===== src/rtl/counter_step_predictor.sv =====
// Combinational next-word model of the step-STEP up/down wrap counter generator.
module counter_step_predictor #(
    parameter int unsigned DATA_W   = 8,
    parameter int unsigned STEP     = 1,
    parameter int unsigned DIR_DOWN = 0,
    parameter int unsigned MAX_VAL  = 255
) (
    input  logic [DATA_W-1:0] cur,
    output logic [DATA_W-1:0] nxt_c
);

    localparam int unsigned EXT_W = DATA_W + 1;

    logic [EXT_W-1:0] cur_ext;
    logic [EXT_W-1:0] sum_ext;
    logic [EXT_W-1:0] dif_ext;

    // One extra bit keeps v+STEP from wrapping before the bound compare.
    always_comb begin
        cur_ext = {1'b0, cur};
        sum_ext = cur_ext + EXT_W'(STEP);
        dif_ext = cur_ext - EXT_W'(STEP);
        nxt_c   = '0;
        if (DIR_DOWN == 0) begin
            if (sum_ext > EXT_W'(MAX_VAL)) begin
                nxt_c = '0;
            end else begin
                nxt_c = sum_ext[DATA_W-1:0];
            end
        end else begin
            if (cur_ext < EXT_W'(STEP)) begin
                nxt_c = DATA_W'(MAX_VAL);
            end else begin
                nxt_c = dif_ext[DATA_W-1:0];
            end
        end
    end

endmodule


===== config.mk =====
export PLATFORM = sky130hd
export DESIGN_NAME = counter_step_predictor
export DESIGN_NICKNAME = d
export VERILOG_FILES = /design/src/rtl/counter_step_predictor.sv
export SDC_FILE = /design/constraint.sdc
export NUM_CORES = 1
export LEC_CHECK = 0
export BUFFER_PORTS_ARGS = -buffer_cell sky130_fd_sc_hd__buf_2
export CAP_MARGIN = 40
export CORE_AREA = 2 2 39 41
export DETAILED_ROUTE_END_ITERATION = 16
export DIE_AREA = 0 0 41 43
export RECOVER_POWER = 100
export SLEW_MARGIN = 20
export SYNTH_ARGS = -nofsm -noshare
export SYNTH_HDL_FRONTEND = slang
export SYNTH_SLANG_ARGS = --single-unit
export TNS_END_PERCENT = 1

===== constraint.sdc =====
create_clock -name vclk -period 1.6
set_input_delay 0.16 -clock vclk [all_inputs]
set_output_delay 0.16 -clock vclk [all_outputs]
set_load 0.02 [all_outputs]

; After elaboration in Yosys (flattened, before gate mapping)
; Index checks and enable logic that the tools add are counted.
[totals]
reg_bits = 0
in_bits = 8
out_inout_bits = 8
word_cells = 3
[op_classes]
n_addsub = 1
magnitude_cmp = 1
muxes = 1
[op_table]
columns = operator, count
row1 = 8-bit by 1-bit adder with 9-bit output (second input constant), 1
row2 = 9-bit by 8-bit > comparator with 1-bit output (second input constant), 1
row3 = 8-bit two-way mux, 1

; Depth between registers and ports, before layout
; Gate-level depths: netlist of the first run.
[depth]
word_depth = 3
ltp_mapped = 5
mapped_depth_nobuf = 5

; Worst setup path after synthesis of the first run
; Ideal clock, no wire load.
[synth_path]
kind = in2out
start = input cur[0]
end = output nxt_c[3]
t_arrival_ps = 1394
required_ps = 1440
slack_ps = 46
cell_stages = 5
n_path_buf = 0
path_cell_list = inv_1 ha_1 or3_4 a2111oi_4 nor2_1
[synth_between]
elab_chain_len = 3
[synth_rtl]
columns = item, line
row1 = from (decl), 8  ; input logic [DATA_W-1:0] cur,
row2 = 8-bit by 1-bit adder with 9-bit output *, 21  ; sum_ext = cur_ext + EXT_W'(STEP);
row3 = 9-bit by 8-bit > comparator with 1-bit output, 25  ; if (sum_ext > EXT_W'(MAX_VAL)) begin
row4 = 8-bit two-way mux *, 25
row5 = to (decl), 9  ; output logic [DATA_W-1:0] nxt_c
; Mark *: on every way between the ends. The rest lies on a longest branch, timed or not.

; Worst setup path in the final report of the first run
[layout_path]
start = input cur[0]
end = output nxt_c[5]
; The elaborated chain is that of the path after synthesis.

==> results.yml, run 1 <==
layout:
  sequential_cell_total: 0
  n_clock_buffer: 0
  num-fill-cells: 149
  seq_area_sq_um: 0
  antenna_cells: 0
  fraction_of_layout_cells_with_a_size_suffix_above_1_pct: 42.6
  final_common_cell: "buf_2"
  layout-area-overhead-vs-synth_pct: 70.2
  finish.utilization_pct: 27.8
  mostFrequentLayoutCells: "buf_2, nor2_1, nand2_1, nand3_1, buf_4"
  final_net_count: 66
timing:
  setup_ws_ps: -29.6
  worst_slew_pin_slew_ps: 334
  slew_headroom_pct: 77.7
  fin_crit_sh_pct: 102
  max_slew_vio_count: 0
  setup_viol_count_final: 4
  hold-worst-slack_ps: 698
  fmax_ghz: 0.614
  period_needed_ps: 1630
  timing.final.hold_violations: 0
  finalSetupTns_ps: -90.0
  rsz0062_at_grt: "true"
logic_synthesis:
  syn-instance-count: 35
  synth_top_area_share_pct: 12.2
  yosysWarningCount: 0
  synth_fp_nets: 45
  synth_cell_types: 15
  yosys-top-cells-area: "a2111oi_4, ha_1, nand3_1"
  mappedNetlistArea_sq_um: 226
  synth_sequential_area_ratio_pct: 0
  yosysTopAreaCell: "a2111oi_4"
  avgSynthCellArea_sq_um: 6.47
die:
  floorplan.io_pins: 16
  core.rowCount: 14
  core_area_sq_mm: 0.00138
  die_y_um: 43
  fp.dieArea_sq_mm: 0.00176
  die-width_um: 41
  initial_utilization_pct: 16.4
power:
  power-per-cell-area_mw_per_mm2: 306
  ir_drop_v: 0.000115
  leakage_nw: 0.163
  totalPowerFinal_w: 0.000118
grt:
  antenna_found_initial: 0
  grt_pass1_vias: 247
  grt_start_max_net_pins: 6
  grt_use_total_pct: 7.99
  grt_overflow_total: 0
  first_pass_grt_wire_length_um: 1050
setup_path:
  worstSetupStartpointType: "input pin"
  cp_max_fo: 4
  critPathRequiredTime_ps: 1440
  crit_path_cell_trace: "buf_8, inv_4, ha_4, or3_4, a2111oi_4, a21oi_1, buf_4"
  cp_slowest_cell: "a2111oi_4"
  crit_arrival_ps: 1470
  cp_top_family: "compound AO/OA/AOI/OAI gates"
  criticalPathCategory: "input pin to primary output"
  cp_num_buf_inv: 3
  worst_path_largest_cell_delay_ps: 370
  worstSetupEndpointType: "primary output"
drt:
  drt_drc_violations_left: 0
  drt.antenna.violating_nets: 0
  route.detailed.wl_per_inst_um: 9.39
  detailedRoute.firstPassIterationCount: 4
  routed_via_density: 4.37
  routed_wl_um: 657
  drtIter0Drc: 7
  route.vias.total: 306
placed_design:
  routabilityCongestion: 0.763
  io_buffer_count: 16
  post-dp-hpwl_um: 511
outcome:
  status: "complete, but fails checks"
  failed_checks: "negative setup slack"
job:
  maxCapViolations: 0
clocking:
  cts_hold_repair.buffers: 0
worst_hold_path:
  type_of_the_tightest_min_delay_check: "input pin to primary output"
[per-layer routing]
metal	track usage (%)	part of all wire, %	up-vias
li1	-	-	167
met1	12.3	48	126
met2	12.8	44	13
met3	0	8.4	0
met4	0	0	0
met5	0	0	-
[layout make-up]
cell class	count	area (sq um)	area share, %
multi-input cells	33	231	60.1
repair buffers	19	124	32.1
well taps	16	20.0	5.19
inverters	2	10.0	2.60
[metrics by stage]
stage	cells	worst slack [ps]	instance area [sq um]
final	70	-29.6	385
after global routing	70	-107	385
after floorplan	35	45.7	226
after CTS	70	-83.4	382
after global placement	70	-156	349
after detailed placement	70	-171	349
[repair_timing]
item	CTS	global route
endpoints found under the setup margin	5	7
gates resized for setup	8	1
buffers inserted	0	0
pin swaps	4	1
[path summary, 6_finish.rpt]
path / startpoint / to / slack, ps / cells after the start
max: cur[0] / nxt_c[5] / -30 / 7
min: cur[0] / nxt_c[0] / 700 / 4
[cells by family (layout without fill, tap and decap cells)]
kind of cell / after synthesis / after routing / synth area share, %
and+or+nand+nor: 21 / 21 / 45.3
AOI/OAI and AO/OA: 7 / 7 / 28.7
xor gates and xnor gates: 3 / 3 / 11.6
adders and majority gates: 2 / 2 / 11.0
buffers and inverters: 2 / 21 / 3.32
[synth_stat cells]
cell type  instances
a21oi_1            3
or3_4              1
o311ai_0           1
ha_1               2
or3_1              3
nand3_1            5
nand4_1            1
a2111oi_4          1
nor2_1             6
o2111ai_1          1
inv_1              2
o21ai_0            1
xnor2_1            1
nand2_1            5
xor2_1             2
[power breakdown]
| part | internal (W) | switching [W] |
|---|---|---|
| Sequential | 0 | 0 |
| Clock | 0 | 0 |
| Combinational | 0.0000501 | 0.0000678 |
| Total | 0.0000501 | 0.0000678 |
(Power assumes the default switching activity.)
==> inputs of run 2 (changes only) <==
CELL_PAD_IN_SITES_DETAIL_PLACEMENT = 1   (was default)
CELL_PAD_IN_SITES_GLOBAL_PLACEMENT = 1   (was default)
MAX_ROUTING_LAYER = met4   (was default)
PLACE_DENSITY_LB_ADDON = 0.1   (was default)
==> results.yml, run 2 (synthesis results as in run 1) <==
outcome:
  status: "complete, but fails checks"
  failed_checks: "negative setup slack"
timing:
  setup_ws_ps: -16.0
  fmax_ghz: 0.619
  period_needed_ps: 1620
  worst_slew_pin_slew_ps: 330
  setup_viol_count_final: 4
  slew_headroom_pct: 78.0
  max_slew_vio_count: 0
  rsz0062_at_grt: "true"
  fin_crit_sh_pct: 101
  timing.final.hold_violations: 0
worst_hold_path:
  worstHoldEndpoint: "nxt_c[0]"
  hold-path-cell-count: 4
  hold_start: "cur[0]"
  type_of_the_tightest_min_delay_check: "input pin to primary output"
layout:
  final_common_cell: "buf_2"
  final_cells: 71
  combined_area_of_the_multi_input_logic_cells_sq_um: 241
  final_net_count: 67
  seq_area_sq_um: 0
  sequential_cell_total: 0
  layout-area-overhead-vs-synth_pct: 77.9
  stdcell_area_sq_um: 403
  mostFrequentLayoutCells: "buf_2, nor2_1, buf_4"
  finish.utilization_pct: 29.1
  n_clock_buffer: 0
  fraction_of_layout_cells_with_a_size_suffix_above_1_pct: 47.3
  antenna_cells: 0
  num-fill-cells: 190
setup_path:
  worstSetupStartpointType: "input pin"
  cp_max_fo: 4
  crit_arrival_ps: 1460
  critPathRequiredTime_ps: 1440
  criticalPathCategory: "input pin to primary output"
  worstSetupEndpointType: "primary output"
placed_design:
  io_buffer_count: 16
  post-dp-hpwl_um: 641
  routabilityCongestion: 0.639
  dp_worst_setup_slack_ps: -179
  numPlacedInstances: 70
  post_dp_cell_area_sq_um: 349
grt:
  grt_pass1_vias: 315
  grt_use_total_pct: 10.7
  antenna_found_initial: 0
  grt_overflow_total: 0
  grt_start_max_net_pins: 6
  first_pass_grt_wire_length_um: 1390
die:
  core.rowCount: 14
  core_area_sq_mm: 0.00138
  floorplan.io_pins: 16
  fp.dieArea_sq_mm: 0.00176
  die-width_um: 41
  initial_utilization_pct: 16.4
  die_y_um: 43
power:
  power-per-cell-area_mw_per_mm2: 311
  ir_drop_v: 0.000111
  leakage_nw: 0.174
job:
  maxCapViolations: 0
drt:
  detailedRoute.firstPassIterationCount: 1
  drt_drc_violations_left: 0
  drtIter0Drc: 0
  drt.antenna.violating_nets: 0
  route.vias.total: 322
  routed_wl_um: 755
  routed_via_density: 4.54
  route.detailed.wl_per_inst_um: 10.6
clocking:
  cts_hold_repair.buffers: 0
==> run 2: cell types whose count changed in the layout (fill, tap and decap cells not counted), sizes merged <==
| cell | delta |
|---|---|
| clkbuf | +1 |
==> run 2: metrics by stage <==
| stage | hold WS [ps] | setup TNS [ps] | power [W] |
|---|---|---|---|
| CTS | 702 | -351 | 0.000122 |
| floorplan | 400 | 0 | 0.0000616 |
| detailed placement | 717 | -867 | 0.000109 |
| finish | 697 | -41.5 | 0.000125 |
| global route | 716 | -377 | 0.000139 |
| global placement | 705 | -763 | 0.000107 |
==> run 2: how the worst max path moves through the flow <==
| stage | startpoint | endpoint | slack [ps] | cells past startpoint |
|---|---|---|---|---|
| floorplan | cur[0] | nxt_c[3] | 50 | 5 |
| global placement | cur[0] | nxt_c[3] | -170 | 7 |
| detailed placement | cur[0] | nxt_c[3] | -180 | 7 |
| CTS | cur[0] | nxt_c[1] | -90 | 7 |
| global route | cur[0] | nxt_c[1] | -80 | 7 |
| finish | cur[0] | nxt_c[1] | -20 | 7 |
==> run 2: worst max-delay path: stages <==
cell and delay [ps]:
buf_8 100, inv_4 40, ha_4 180, or3_4 360
a2111oi_4 370, nor2_1 80, buf_4 160
==> run 2: final cells by class <==
class | count | area share (%)
inverters | 2 | 2.48
well taps | 16 | 4.97
repair buffers | 20 | 32.6
multi-input cells | 33 | 59.9
==> run 2: report_power, final <==
part | internal [W] | total (W) | switching (W)
Clock | 0 | 0 | 0
Combinational | 0.0000541 | 0.000125 | 0.0000712
Sequential | 0 | 0 | 0
Total | 0.0000541 | 0.000125 | 0.0000712
==> run 2: per-layer routing <==
metal  global-route usage, %  vias to the layer above  share of wire, %
li1                        -                      171                 -
met1                    16.5                      140                44
met2                    16.6                       11                49
met3                       0                        0               6.9
met4                       0                        0                 0
met5                       -                        -                 0
==> run 2: what timing repair did <==
| action | 4_1_cts | 5_1_grt |
|---|---|---|
| pin swaps | 5 | 2 |
| endpoints found under the hold margin | 0 | 0 |
| gates resized for setup | 8 | 5 |
| cloned | 0 | 0 |
| setup buffers | 1 | 0 |
| setup endpoints to repair | 6 | 8 |
